`src/rtl/fifo_push_skid.sv`:
```
`default_nettype none
// ============================================================================
//  Module   : fifo_push_skid
//  Purpose  : Write-side adapter in front of a FIFO push port. Accepts a
//             valid/ready stream and issues push/data_out into the FIFO,
//             throttled by the FIFO's full flag. A 2-entry skid buffer
//             keeps in_ready a pure flop output, so the FIFO's full flag
//             never reaches the producer combinationally.
//  Ports    : clk, rst (async, active-high)  - clock and hard reset
//             Reset                           - synchronous soft clear
//             in_valid/in_data/in_ready       - producer stream
//             push/data_out/full              - FIFO push interface
//             occupancy[1:0]                  - words held (0..2)
//             push_cnt/stall_cnt              - statistics (optional)
//  Options  : define FIFO_PUSH_SKID_STAT_EN to add the saturating
//             push_cnt/stall_cnt counters and the STAT_WIDTH parameter.
//  Revision : 1.0 - initial release
// ============================================================================
module fifo_push_skid #(
  parameter int DATA_WIDTH = 4
`ifdef FIFO_PUSH_SKID_STAT_EN
  ,
  parameter int STAT_WIDTH = 16
`endif
) (
  input  logic                  clk,
  input  logic                  rst,
  input  logic                  Reset,
  input  logic                  in_valid,
  input  logic [DATA_WIDTH-1:0] in_data,
  output logic                  in_ready,
  output logic                  push,
  output logic [DATA_WIDTH-1:0] data_out,
  input  logic                  full,
  output logic [1:0]            occupancy
`ifdef FIFO_PUSH_SKID_STAT_EN
  ,
  output logic [STAT_WIDTH-1:0] push_cnt,
  output logic [STAT_WIDTH-1:0] stall_cnt
`endif
);

  // State encoding doubles as the occupancy count.
  typedef enum logic [1:0] {
    S_EMPTY = 2'd0,
    S_ONE   = 2'd1,
    S_TWO   = 2'd2
  } state_t;

  state_t                state_q, state_d;
  logic [DATA_WIDTH-1:0] head_q,  head_d;
  logic [DATA_WIDTH-1:0] skid_q,  skid_d;
  logic                  in_ready_q, in_ready_d;

  logic                  w_accept;
  logic                  w_drain;

  assign w_accept = in_valid && in_ready_q;
  // Drain is combinational from state and full; it is the push strobe.
  assign w_drain  = (state_q != S_EMPTY) && !full;

  assign push      = w_drain;
  assign data_out  = head_q;
  assign in_ready  = in_ready_q;
  assign occupancy = state_q;

  always_comb begin
    state_d = state_q;
    head_d  = head_q;
    skid_d  = skid_q;

    if (Reset) begin
      // Soft clear dominates any simultaneous accept or drain.
      state_d = S_EMPTY;
      head_d  = '0;
      skid_d  = '0;
    end else begin
      case (state_q)
        S_EMPTY: begin
          if (w_accept) begin
            state_d = S_ONE;
            head_d  = in_data;
          end
        end
        S_ONE: begin
          if (w_accept && w_drain) begin
            head_d = in_data;
          end else if (w_accept) begin
            state_d = S_TWO;
            skid_d  = in_data;
          end else if (w_drain) begin
            state_d = S_EMPTY;
          end
        end
        S_TWO: begin
          // in_ready is low here, so only a drain can happen.
          if (w_drain) begin
            state_d = S_ONE;
            head_d  = skid_q;
          end
        end
        default: begin
          state_d = S_EMPTY;
        end
      endcase
    end

    // Registering the look-ahead makes in_ready drop in the same cycle
    // the adapter becomes full, so no accepted word can ever be lost.
    in_ready_d = (state_d != S_TWO);
  end

  always_ff @(posedge clk or posedge rst) begin
    if (rst) begin
      state_q    <= S_EMPTY;
      head_q     <= '0;
      skid_q     <= '0;
      in_ready_q <= 1'b1;
    end else begin
      state_q    <= state_d;
      head_q     <= head_d;
      skid_q     <= skid_d;
      in_ready_q <= in_ready_d;
    end
  end

`ifdef FIFO_PUSH_SKID_STAT_EN
  logic [STAT_WIDTH-1:0] push_cnt_q,  push_cnt_d;
  logic [STAT_WIDTH-1:0] stall_cnt_q, stall_cnt_d;
  logic                  w_stall;

  assign w_stall = (state_q != S_EMPTY) && full;

  always_comb begin
    push_cnt_d  = push_cnt_q;
    stall_cnt_d = stall_cnt_q;
    if (Reset) begin
      push_cnt_d  = '0;
      stall_cnt_d = '0;
    end else begin
      // Both counters stick at all-ones instead of wrapping.
      if (w_drain && (push_cnt_q != {STAT_WIDTH{1'b1}})) begin
        push_cnt_d = push_cnt_q + 1'b1;
      end
      if (w_stall && (stall_cnt_q != {STAT_WIDTH{1'b1}})) begin
        stall_cnt_d = stall_cnt_q + 1'b1;
      end
    end
  end

  always_ff @(posedge clk or posedge rst) begin
    if (rst) begin
      push_cnt_q  <= '0;
      stall_cnt_q <= '0;
    end else begin
      push_cnt_q  <= push_cnt_d;
      stall_cnt_q <= stall_cnt_d;
    end
  end

  assign push_cnt  = push_cnt_q;
  assign stall_cnt = stall_cnt_q;
`endif

endmodule
`default_nettype wire

```
`config.mk`:
```
export PLATFORM = sky130hd
export DESIGN_NAME = fifo_push_skid
export DESIGN_NICKNAME = d
export VERILOG_FILES = /design/src/rtl/fifo_push_skid.sv
export SDC_FILE = /design/constraint.sdc
export NUM_CORES = 1
export LEC_CHECK = 0
export BUFFER_PORTS_ARGS = -buffer_cell sky130_fd_sc_hd__buf_4
export CAP_MARGIN = 10
export CORE_AREA = 4 4 41 43
export CTS_BUF_LIST = sky130_fd_sc_hd__clkbuf_8
export CTS_CLUSTER_SIZE = 25
export DETAILED_ROUTE_END_ITERATION = 10
export DIE_AREA = 0 0 45 47
export HOLD_SLACK_MARGIN = 0.06
export PLACE_DENSITY = 0.69
export SYNTH_ARGS = -nofsm -noshare
export SYNTH_HDL_FRONTEND = slang
export SYNTH_SLANG_ARGS = --single-unit
```
`constraint.sdc`:
```
create_clock -name clk -period 2.1 [get_ports clk]
set_clock_uncertainty 0.05 [all_clocks]
set_input_delay 0.315 -clock clk [delete_from_list [all_inputs] [get_ports clk]]
set_output_delay 0.315 -clock clk [all_outputs]
set_load 0.005 [all_outputs]
```
==> results of run 1 <==
[sequential cells by signal, summed over array words and instances (netlist names)]
signal,count
skid_q,4
in_ready,1
data_out,4
occupancy,2
[final timing paths]
path,slack (ns),depth (start not counted),endpoint,start
worst max register to register,0.53,4,data_out[2],occupancy[0]
max in group asynchronous,1.11,3,in_ready,rst
worst min register to register,0.46,1,data_out[0],data_out[0]
worst min-delay path,0.29,3,skid_q[1],in_data[1]
min in group asynchronous,0.57,3,skid_q[3],rst
worst max-delay path,0.53,4,data_out[2],occupancy[0]
[stage by stage]
| step | std cells | hold WS (ns) | util (%) | instance area [µm²] | setup WS, ns |
|---|---|---|---|---|---|
| after floorplan | 52 | 0.117 | - | 577 | 0.607 |
| after global placement | 80 | 0.288 | 53.9 | 702 | 0.559 |
| after detailed placement | 80 | 0.289 | 53.9 | 702 | 0.524 |
| after CTS | 85 | 0.280 | 58.3 | 758 | 0.515 |
| after global routing | 85 | 0.295 | 58.3 | 758 | 0.429 |
| final | 85 | 0.290 | 58.3 | 758 | 0.527 |
[power by group]
group	total (W)	internal (W)	switching (W)
sequential	0.000235	0.000225	0.0000102
combinational	0.0000876	0.0000495	0.0000381
clock	0.000208	0.000130	0.0000780
total	0.000531	0.000405	0.000126
[metal layers]
| metal | vias to the layer above | wire, µm | track usage [%] |
|---|---|---|---|
| li1 | 210 | - | - |
| met1 | 196 | 570 | 18.4 |
| met2 | 12 | 496 | 19.2 |
| met3 | 4 | 64 | 3.83 |
| met4 | 0 | 19 | 10.5 |
| met5 | - | 0 | 0 |
[worst reg2reg max path: cells and delay by family, from the launching register on]
family	cells	cell delay, ns
muxes	1	0.38
DFF	1	0.45
AOI/OAI and AO/OA	1	0.31
and+or+nand+nor	2	0.26
[placed cells by master (no fill, tap or decap)]
cell type and instances:
inv_1 1, nand2_1 1, clkbuf_8 3, clkinv_2 1, dfrtp_1 10, a211oi_4 1, a21boi_1 1, dfstp_2 1
o22a_1 1, nor3b_1 2, nand2b_1 1, mux2_2 6, buf_4 16, mux2i_1 8, or3b_1 1, nand2_2 1
nor2_1 13, dlygate4sd3_1 1, nor3_2 1
[area by class of cell]
cell class	count	area [µm²]
repair buffers	17	130
inverters	1	3.75
clock buffers	3	41.3
flip-flops and latches	11	277
well taps	15	18.8
multi-input cells	37	283
fillers	122	543
clock inverters	1	5.00
[cell usage after synthesis]
cell type | n | area (µm²)
nand2_1 | 1 | 3.75
inv_1 | 1 | 3.75
nor3_2 | 1 | 10.0
clkbuf_1 | 1 | 3.75
nand2b_1 | 1 | 6.26
nand2_2 | 1 | 6.26
nor3b_1 | 2 | 15.0
dfrtp_1 | 10 | 250
dfstp_2 | 1 | 26.3
mux2i_1 | 8 | 80.1
buf_2 | 2 | 10.0
a21boi_1 | 1 | 7.51
o22a_1 | 1 | 8.76
mux2_2 | 6 | 67.6
a211oi_4 | 1 | 20.0
or3b_1 | 1 | 8.76
nor2_1 | 13 | 48.8
[what timing repair did]
item | CTS | global route
resized for setup | 0 | 0
hold endpoints to repair | 10 | 0
buffers inserted | 0 | 0
hold buffers | 1 | 0
[cell families (layout without fill, tap and decap cells)]
family          Yosys count  in the layout  synth area share [%]
simple gates             20             20                  17.1
mux                      14             14                  25.6
flops                    11             11                  47.9
buf+inv                   4             22                  3.04
compound gates            3              3                  6.29
==> impl_metrics.env, run 1 <==
export IMPL_setup_tns_ns=0
export IMPL_die_y_um=47
export IMPL_cp_required_ns=2.17
export IMPL_root_buffer="clkbuf_8"
export IMPL_initial_core_util_pct=44.3
export IMPL_dr_pass1_iters=2
export IMPL_clock_latency_ns=0.24
export IMPL_grt_overflow_total=0
export IMPL_ir_drop_uv=323
export IMPL_maxSlewHeadroom_pct=66.4
export IMPL_rows=13
export IMPL_yosysWarningCount=0
export IMPL_avgSynthCellArea_um2=11.1
export IMPL_postRouteAntennaNets=0
export IMPL_critPathBufInv=0
export IMPL_slowest_stage="dfrtp_1"
export IMPL_setup_violations=0
export IMPL_synthesis_area_um2=577
export IMPL_arrival_ns=1.64
export IMPL_antenna_found_initial=0
export IMPL_maxCapViolations=0
export IMPL_grt_max_degree=13
export IMPL_min_period_ns=1.57
export IMPL_path_max_fanout=7
export IMPL_hold_path_class="in -> reg"
export IMPL_ios=17
export IMPL_design_core_area_mm2=0.00130
export IMPL_finalPower_w=0.000531
export IMPL_endpoint_kind="register"
export IMPL_cts_tree="built"
export IMPL_syn_inst=52
export IMPL_dieArea_mm2=0.00212
export IMPL_synthesis_nets=61
export IMPL_drc_errors=0
export IMPL_power_leakage_nw=0.379
export IMPL_h_tree_depth=1
export IMPL_drive_gt1_share_pct=42.9
export IMPL_place_congestion=0.732
export IMPL_clock_tree_buffer_depth=2
export IMPL_wl_mm=1.15
export IMPL_tightest_slew_ns=0.501
export IMPL_syn_to_final_growth_pct=31.5
export IMPL_ys_ff_latch=11
export IMPL_seq_area_frac_synth_pct=47.9
export IMPL_cp_start_kind="register"
export IMPL_io_buffers=16
export IMPL_cpPeakStageDelay_ns=0.45
export IMPL_max_freq_ghz=0.636
export IMPL_cts_made_buffers=3
export IMPL_cts_sinks=11
export IMPL_fin_nets=80
export IMPL_grt_pass1_wl_mm=2.00
export IMPL_netlist_cell_type_count=17
export IMPL_finalCritPeriodShare_pct=74.9
export IMPL_power_density_mw_per_mm2=700
export IMPL_worstSetupPathType="reg -> reg"
export IMPL_grt_pass1_vias=428
export IMPL_grt_usage_pct=13.9
export IMPL_detail_route_wl_per_cell_um=13.5
export IMPL_die_w_um=45
export IMPL_first_iter_violations=8
export IMPL_vias_per_cell=4.96
export IMPL_critPathTopFamily="flip-flops"
export IMPL_slew_violations=0
export IMPL_rsz0062_at_grt="false"
export IMPL_status="complete, no violations"
export IMPL_crit_chain="nand2_2, nor3b_1, a211oi_4, mux2_2"
export IMPL_n_antenna_cell=0
export IMPL_finalHoldViolations=0
export IMPL_clkTransAtPathRegs_ns=0.05
export IMPL_vias=422
No activity file was read; power rests on OpenSTA's default activity.
==> inputs of run 2 (changes only) <==
--- a/config.mk
+++ b/config.mk
@@ -5,6 +5,7 @@
 export SDC_FILE = /design/constraint.sdc
 export NUM_CORES = 1
 export LEC_CHECK = 0
+export ABC_AREA = 1
 export BUFFER_PORTS_ARGS = -buffer_cell sky130_fd_sc_hd__buf_4
 export CAP_MARGIN = 10
 export CORE_AREA = 4 4 41 43
@@ -13,7 +14,7 @@
 export DETAILED_ROUTE_END_ITERATION = 10
 export DIE_AREA = 0 0 45 47
 export HOLD_SLACK_MARGIN = 0.06
-export PLACE_DENSITY = 0.69
+export PLACE_DENSITY = 0.73
 export SYNTH_ARGS = -nofsm -noshare
 export SYNTH_HDL_FRONTEND = slang
 export SYNTH_SLANG_ARGS = --single-unit
==> constraint.sdc (replaced) <==
create_clock -name clk -period 1.55 [get_ports clk]
set_clock_uncertainty 0.05 [all_clocks]
set_input_delay 0.2325 -clock clk [delete_from_list [all_inputs] [get_ports clk]]
set_output_delay 0.2325 -clock clk [all_outputs]
set_load 0.005 [all_outputs]
==> impl_metrics.env, run 2 <==
export IMPL_io_buffers=16
export IMPL_seq_area_frac_synth_pct=43.9
export IMPL_synthesis_nets=97
export IMPL_initial_core_util_pct=48.4
export IMPL_mostFrequentLayoutCells="nand2_1, buf_4, nor2_1"
export IMPL_crit_top_cell="nor2_1"
export IMPL_critPathBufInv=1
export IMPL_yosysWarningCount=0
export IMPL_syn_inst=88
export IMPL_worstSetupPathType="reg -> out"
export IMPL_synth_area_leaders="dfrtp_1, nand2_1, nor2_1, nand3_1, inv_1"
export IMPL_synthTopCellsByCount="nand2_1, nor2_1, dfrtp_1, inv_1, nand3_1"
export IMPL_antenna_found_initial=0
export IMPL_cts_sinks=11
export IMPL_fin_nets=118
export IMPL_ios=17
export IMPL_die_y_um=47
export IMPL_hold_path_class="in -> reg"
export IMPL_slowest_stage="dfrtp_1"
export IMPL_detail_route_wl_per_cell_um=10.9
export IMPL_grt_max_degree=12
export IMPL_first_iter_violations=10
export IMPL_final_common_cell="nand2_1"
export IMPL_p_int_w=0.000537
export IMPL_ir_drop_uv=648
export IMPL_die_w_um=45
export IMPL_yosys_area_top_type="dfrtp_1"
export IMPL_slew_violations=0
export IMPL_cts_made_buffers=3
export IMPL_cts_tree="built"
export IMPL_dr_pass1_iters=4
export IMPL_nFillCells=125
export IMPL_reg2reg_to="data_out[0]"
export IMPL_p_sw_w=0.000197
export IMPL_reg2regPathDepth=7
export IMPL_n_antenna_cell=0
export IMPL_min_to="skid_q[3]"
export IMPL_cp_start_kind="register"
export IMPL_tightest_slew_ns=0.409
export IMPL_p_seq_share_pct=43.1
export IMPL_place_congestion=0.816
export IMPL_synthesis_area_um2=629
export IMPL_setup_tns_ns=0
export IMPL_endpoint_kind="output port"
export IMPL_vias_per_cell=4.98
export IMPL_min_delay_start="Reset"
export IMPL_design_core_area_mm2=0.00130
export IMPL_min_period_ns=1.35
export IMPL_status="complete, no violations"
export IMPL_rsz0062_at_grt="false"
export IMPL_maxCapViolations=0
export IMPL_wl_mm=1.34
export IMPL_h_tree_depth=1
export IMPL_seq_area_um2=277
export IMPL_maxSlewHeadroom_pct=72.7
export IMPL_root_buffer="clkbuf_8"
export IMPL_synth_edf_count=0
export IMPL_yosysMostFrequentCell="nand2_1"
export IMPL_crit_chain="nor2_1, nor2_1, buf_4"
export IMPL_critPathTopFamily="flip-flops"
export IMPL_reg2reg_from="in_ready"
export IMPL_cts_setup_buffers=0
export IMPL_avgSynthCellArea_um2=7.15
export IMPL_power_density_mw_per_mm2=894
export IMPL_async_flop_share_pct=100
export IMPL_drc_errors=0
export IMPL_synth_top_cell_area_share_pct=39.8
export IMPL_grt_pass1_wl_mm=2.53
export IMPL_clock_tree_buffer_depth=2
export IMPL_dieArea_mm2=0.00212
export IMPL_max_freq_ghz=0.743
export IMPL_cp_required_ns=1.27
export IMPL_clock_latency_ns=0.24
export IMPL_netlist_cell_type_count=16
export IMPL_share_comb_of_total_power_pct=17.6
export IMPL_grt_pass1_vias=575
export IMPL_drive_gt1_share_pct=28.7
export IMPL_reg2reg_slack_ns=0.22
export IMPL_hpwl_um=999
export IMPL_finalHoldViolations=0
export IMPL_finalCritPeriodShare_pct=86.8
export IMPL_rows=13
export IMPL_vias=612
export IMPL_ys_ff_latch=11
export IMPL_switching_share_pct=26.8
export IMPL_postRouteAntennaNets=0
export IMPL_setup_violations=0
export IMPL_grt_usage_pct=16.5
export IMPL_clkTransAtPathRegs_ns=0.06
export IMPL_multi_input_area_um2=302
export IMPL_fin_util_pct=63.1
export IMPL_arrival_ns=1.06
export IMPL_clkPwrFrac_pct=39.3
export IMPL_path_max_fanout=6
export IMPL_syn_to_final_growth_pct=30.4
export IMPL_grt_overflow_total=0
export IMPL_power_leakage_nw=0.478
export IMPL_whs_path_depth=2
export IMPL_cpPeakStageDelay_ns=0.46
export IMPL_synth_ff_type="dfrtp_1"
run 2: changes by cell type after synthesis, moves of 2 or more:
cell     delta
inv_2       +3
nor2_4      +3
nand3_1     +9
a21oi_1     +5
nand2_2     +2
nor3b_1     -2
mux2_2      -6
inv_1       +9
nand2_1    +24
mux2i_1     -8
run 2: timing repair:
action	4_1_cts	5_1_grt
setup endpoints to repair	0	1
hold endpoints to repair	10	0
hold buffers	1	0
resized for setup	0	1
run 2: cell families after synthesis:
family / Yosys count / share of synthesized area, %
buf+inv: 14 / 8.55
compound gates: 8 / 6.56
flops: 11 / 43.9
simple gates: 55 / 41.0
run 2: metal layers:
layer  vias to the layer above  share of wire (%)  track usage, %
li1                        311                  -               -
met2                        15                 48            26.3
met4                         0                1.3            7.02
met1                       282                 45            21.8
met3                         4                4.7            3.45
met5                         -                  0               0
run 2: final cells by class:
cell class / instances / area share [%]
Sequential cell: 11 / 33.7
Tap cell: 15 / 2.29
Clock inverter: 1 / 0.457
Timing Repair Buffer: 17 / 15.9
Multi-Input combinational cell: 63 / 36.7
Clock buffer: 3 / 5.03
Inverter: 13 / 5.95
run 2: metrics by stage:
step           power (W)  hold slack (ns)  setup slack, ns  cell area, µm²  std cells
2_1_floorplan   0.000391           0.0342            0.298             629         88
3_3_place_gp    0.000447            0.202            0.251             763        118
3_5_place_dp    0.000449            0.206            0.218             763        118
4_1_cts         0.000735            0.150            0.173             818        123
5_1_grt         0.000772            0.165           0.0567             821        123
6_report        0.000734            0.148            0.205             821        123
run 2: worst max-delay path by stage:
stage / endpoint / startpoint / cells after the start
final: push / occupancy[1] / 3
after global routing: data_out[0] / in_ready / 7
after CTS: data_out[0] / in_ready / 7
after detailed placement: data_out[2] / in_ready / 7
after global placement: data_out[2] / in_ready / 7
after floorplan: data_out[0] / in_ready / 7
run 2: power groups by stage:
| stage | sequential [W] | combinational (W) | clock, W |
|---|---|---|---|
| after floorplan | 0.000322 | 0.0000698 | 0 |
| after global placement | 0.000322 | 0.000125 | 0 |
| after detailed placement | 0.000322 | 0.000127 | 0 |
| after CTS | 0.000317 | 0.000130 | 0.000289 |
| after global routing | 0.000320 | 0.000147 | 0.000305 |
| final | 0.000317 | 0.000129 | 0.000288 |
run 2: worst register-to-register path: cells and delay by family, from the launching register on:
kind | cells | cell delay, ns
flops | 1 | 0.52
buf+inv | 1 | 0.10
simple gates | 6 | 0.55
==> inputs of run 3 (changes only) <==
--- a/config.mk
+++ b/config.mk
@@ -5,7 +5,6 @@
 export SDC_FILE = /design/constraint.sdc
 export NUM_CORES = 1
 export LEC_CHECK = 0
-export ABC_AREA = 1
 export BUFFER_PORTS_ARGS = -buffer_cell sky130_fd_sc_hd__buf_4
 export CAP_MARGIN = 10
 export CORE_AREA = 4 4 41 43
@@ -14,7 +13,8 @@
 export DETAILED_ROUTE_END_ITERATION = 10
 export DIE_AREA = 0 0 45 47
 export HOLD_SLACK_MARGIN = 0.06
-export PLACE_DENSITY = 0.73
+export PLACE_DENSITY = 0.69
+export RECOVER_POWER = 100
 export SYNTH_ARGS = -nofsm -noshare
 export SYNTH_HDL_FRONTEND = slang
 export SYNTH_SLANG_ARGS = --single-unit
==> impl_metrics.env, run 3 (synthesis gave the netlist of run 1 again) <==
export IMPL_crit_chain="buf_4, nor2_1, nor2_1, buf_4"
export IMPL_dp_cells=84
export IMPL_max_freq_ghz=0.686
export IMPL_place_congestion=0.770
export IMPL_io_buffers=16
export IMPL_worstSetupPathType="reg -> out"
export IMPL_wl_mm=1.15
export IMPL_slew_violations=0
export IMPL_placed_area_um2=732
export IMPL_dr_pass1_iters=2
export IMPL_cts_tree="built"
export IMPL_die_y_um=47
export IMPL_grt_overflow_total=0
export IMPL_stdcell_area_um2=795
export IMPL_cpPeakStageDelay_ns=0.49
export IMPL_arrival_ns=1.17
export IMPL_hold_path_class="in -> reg"
export IMPL_finalNonFillerCells=89
export IMPL_rsz0062_at_grt="false"
export IMPL_h_tree_depth=1
export IMPL_setup_violations=0
export IMPL_status="complete, no violations"
export IMPL_grt_pass1_vias=477
export IMPL_drive_gt1_share_pct=47.3
export IMPL_maxCapViolations=0
export IMPL_power_leakage_nw=0.402
export IMPL_cp_start_kind="register"
export IMPL_hpwl_um=855
export IMPL_endpoint_kind="output port"
export IMPL_whs_ns=0.207
export IMPL_cts_sinks=11
export IMPL_power_density_mw_per_mm2=902
export IMPL_grt_pass1_wl_mm=2.01
export IMPL_slowest_stage="dfrtp_1"
export IMPL_first_iter_violations=2
export IMPL_clkTransAtPathRegs_ns=0.05
export IMPL_syn_to_final_growth_pct=37.7
export IMPL_fin_util_pct=61.1
export IMPL_drc_errors=0
export IMPL_ir_drop_uv=566
export IMPL_fin_nets=84
export IMPL_clock_latency_ns=0.23
export IMPL_antenna_found_initial=0
export IMPL_detail_route_wl_per_cell_um=13.0
export IMPL_cts_made_buffers=3
export IMPL_finalHoldViolations=0
export IMPL_ios=17
export IMPL_cp_required_ns=1.27
export IMPL_grt_max_degree=13
export IMPL_maxSlewHeadroom_pct=72.5
export IMPL_setup_tns_ns=0
export IMPL_finalCritPeriodShare_pct=94.0
export IMPL_tightest_slew_ns=0.411
export IMPL_vias=447
export IMPL_design_core_area_mm2=0.00130
export IMPL_dieArea_mm2=0.00212
export IMPL_clock_tree_buffer_depth=2
export IMPL_postRouteAntennaNets=0
export IMPL_die_w_um=45
export IMPL_n_antenna_cell=0
export IMPL_path_max_fanout=7
export IMPL_rows=13
export IMPL_initial_core_util_pct=44.3
export IMPL_vias_per_cell=5.02
export IMPL_grt_usage_pct=13.7
export IMPL_mostFrequentLayoutCells="nor2_1, buf_4, dfrtp_1"
export IMPL_root_buffer="clkbuf_8"
export IMPL_min_period_ns=1.46
==> run 3: cell count changes in the layout (fill, tap and decap cells not counted), sizes merged, moves of 5 or more <==
| cell | before | now |
|---|---|---|
| mux2 | 0 | 6 |
| mux2i | 0 | 8 |
| nand2 | 29 | 2 |
| a21oi | 5 | 0 |
| inv | 14 | 2 |
| nand3 | 9 | 0 |
| clkbuf | 3 | 10 |
==> run 3: worst max-delay path: cells and delay by family (launching register included) <==
kind / cells / cell delay [ns]
flip-flops: 1 / 0.49
AND/OR/NAND/NOR: 2 / 0.13
buffers and inverters: 2 / 0.32
==> run 3: power by group <==
group / leakage [nW] / internal [W] / switching (W)
clock: 0.0269 / 0.000173 / 0.0000987
sequential: 0.144 / 0.000305 / 0.0000118
combinational: 0.230 / 0.0000736 / 0.0000540
==> run 3: routing by layer <==
layer | part of all wire, % | track usage, %
met1 | 44 | 16.4
met2 | 49 | 21.2
met3 | 4.4 | 3.45
met4 | 2.4 | 10.5
met5 | 0 | 0
==> run 3: timing repair <==
action | in CTS | in global routing
setup endpoints to repair | 0 | 4
hold endpoints to repair | 10 | 0
setup buffers | 0 | 0
gates resized for setup | 0 | 2
hold buffers | 1 | 0
==> run 3: layout make-up <==
type                            instances  area, µm²
Clock buffer                            3       41.3
Clock inverter                          1       3.75
Fill cell                             113        507
Inverter                                1       3.75
Multi-Input combinational cell         37        290
Sequential cell                        11        277
Tap cell                               15       18.8
Timing Repair Buffer                   21        160
==> run 3: final timing paths <==
check                             start          end  slack, ns  depth (start not counted)
setup reg to reg           occupancy[0]  data_out[3]       0.11                          4
hold / removal               in_data[0]    skid_q[0]       0.21                          3
hold reg to reg             data_out[0]  data_out[0]       0.45                          1
min in group asynchronous           rst    skid_q[2]       0.50                          3
setup / recovery           occupancy[1]         push       0.09                          4
max in group asynchronous           rst     in_ready       0.63                          3
==> run 3: stage by stage <==
step | setup WS (ns) | total power, W
floorplan | 0.0570 | 0.000386
global placement | 0.0656 | 0.000447
detailed placement | 0.0460 | 0.000449
CTS | 0.0419 | 0.000727
global route | 0.00121 | 0.000760
finish | 0.0933 | 0.000716
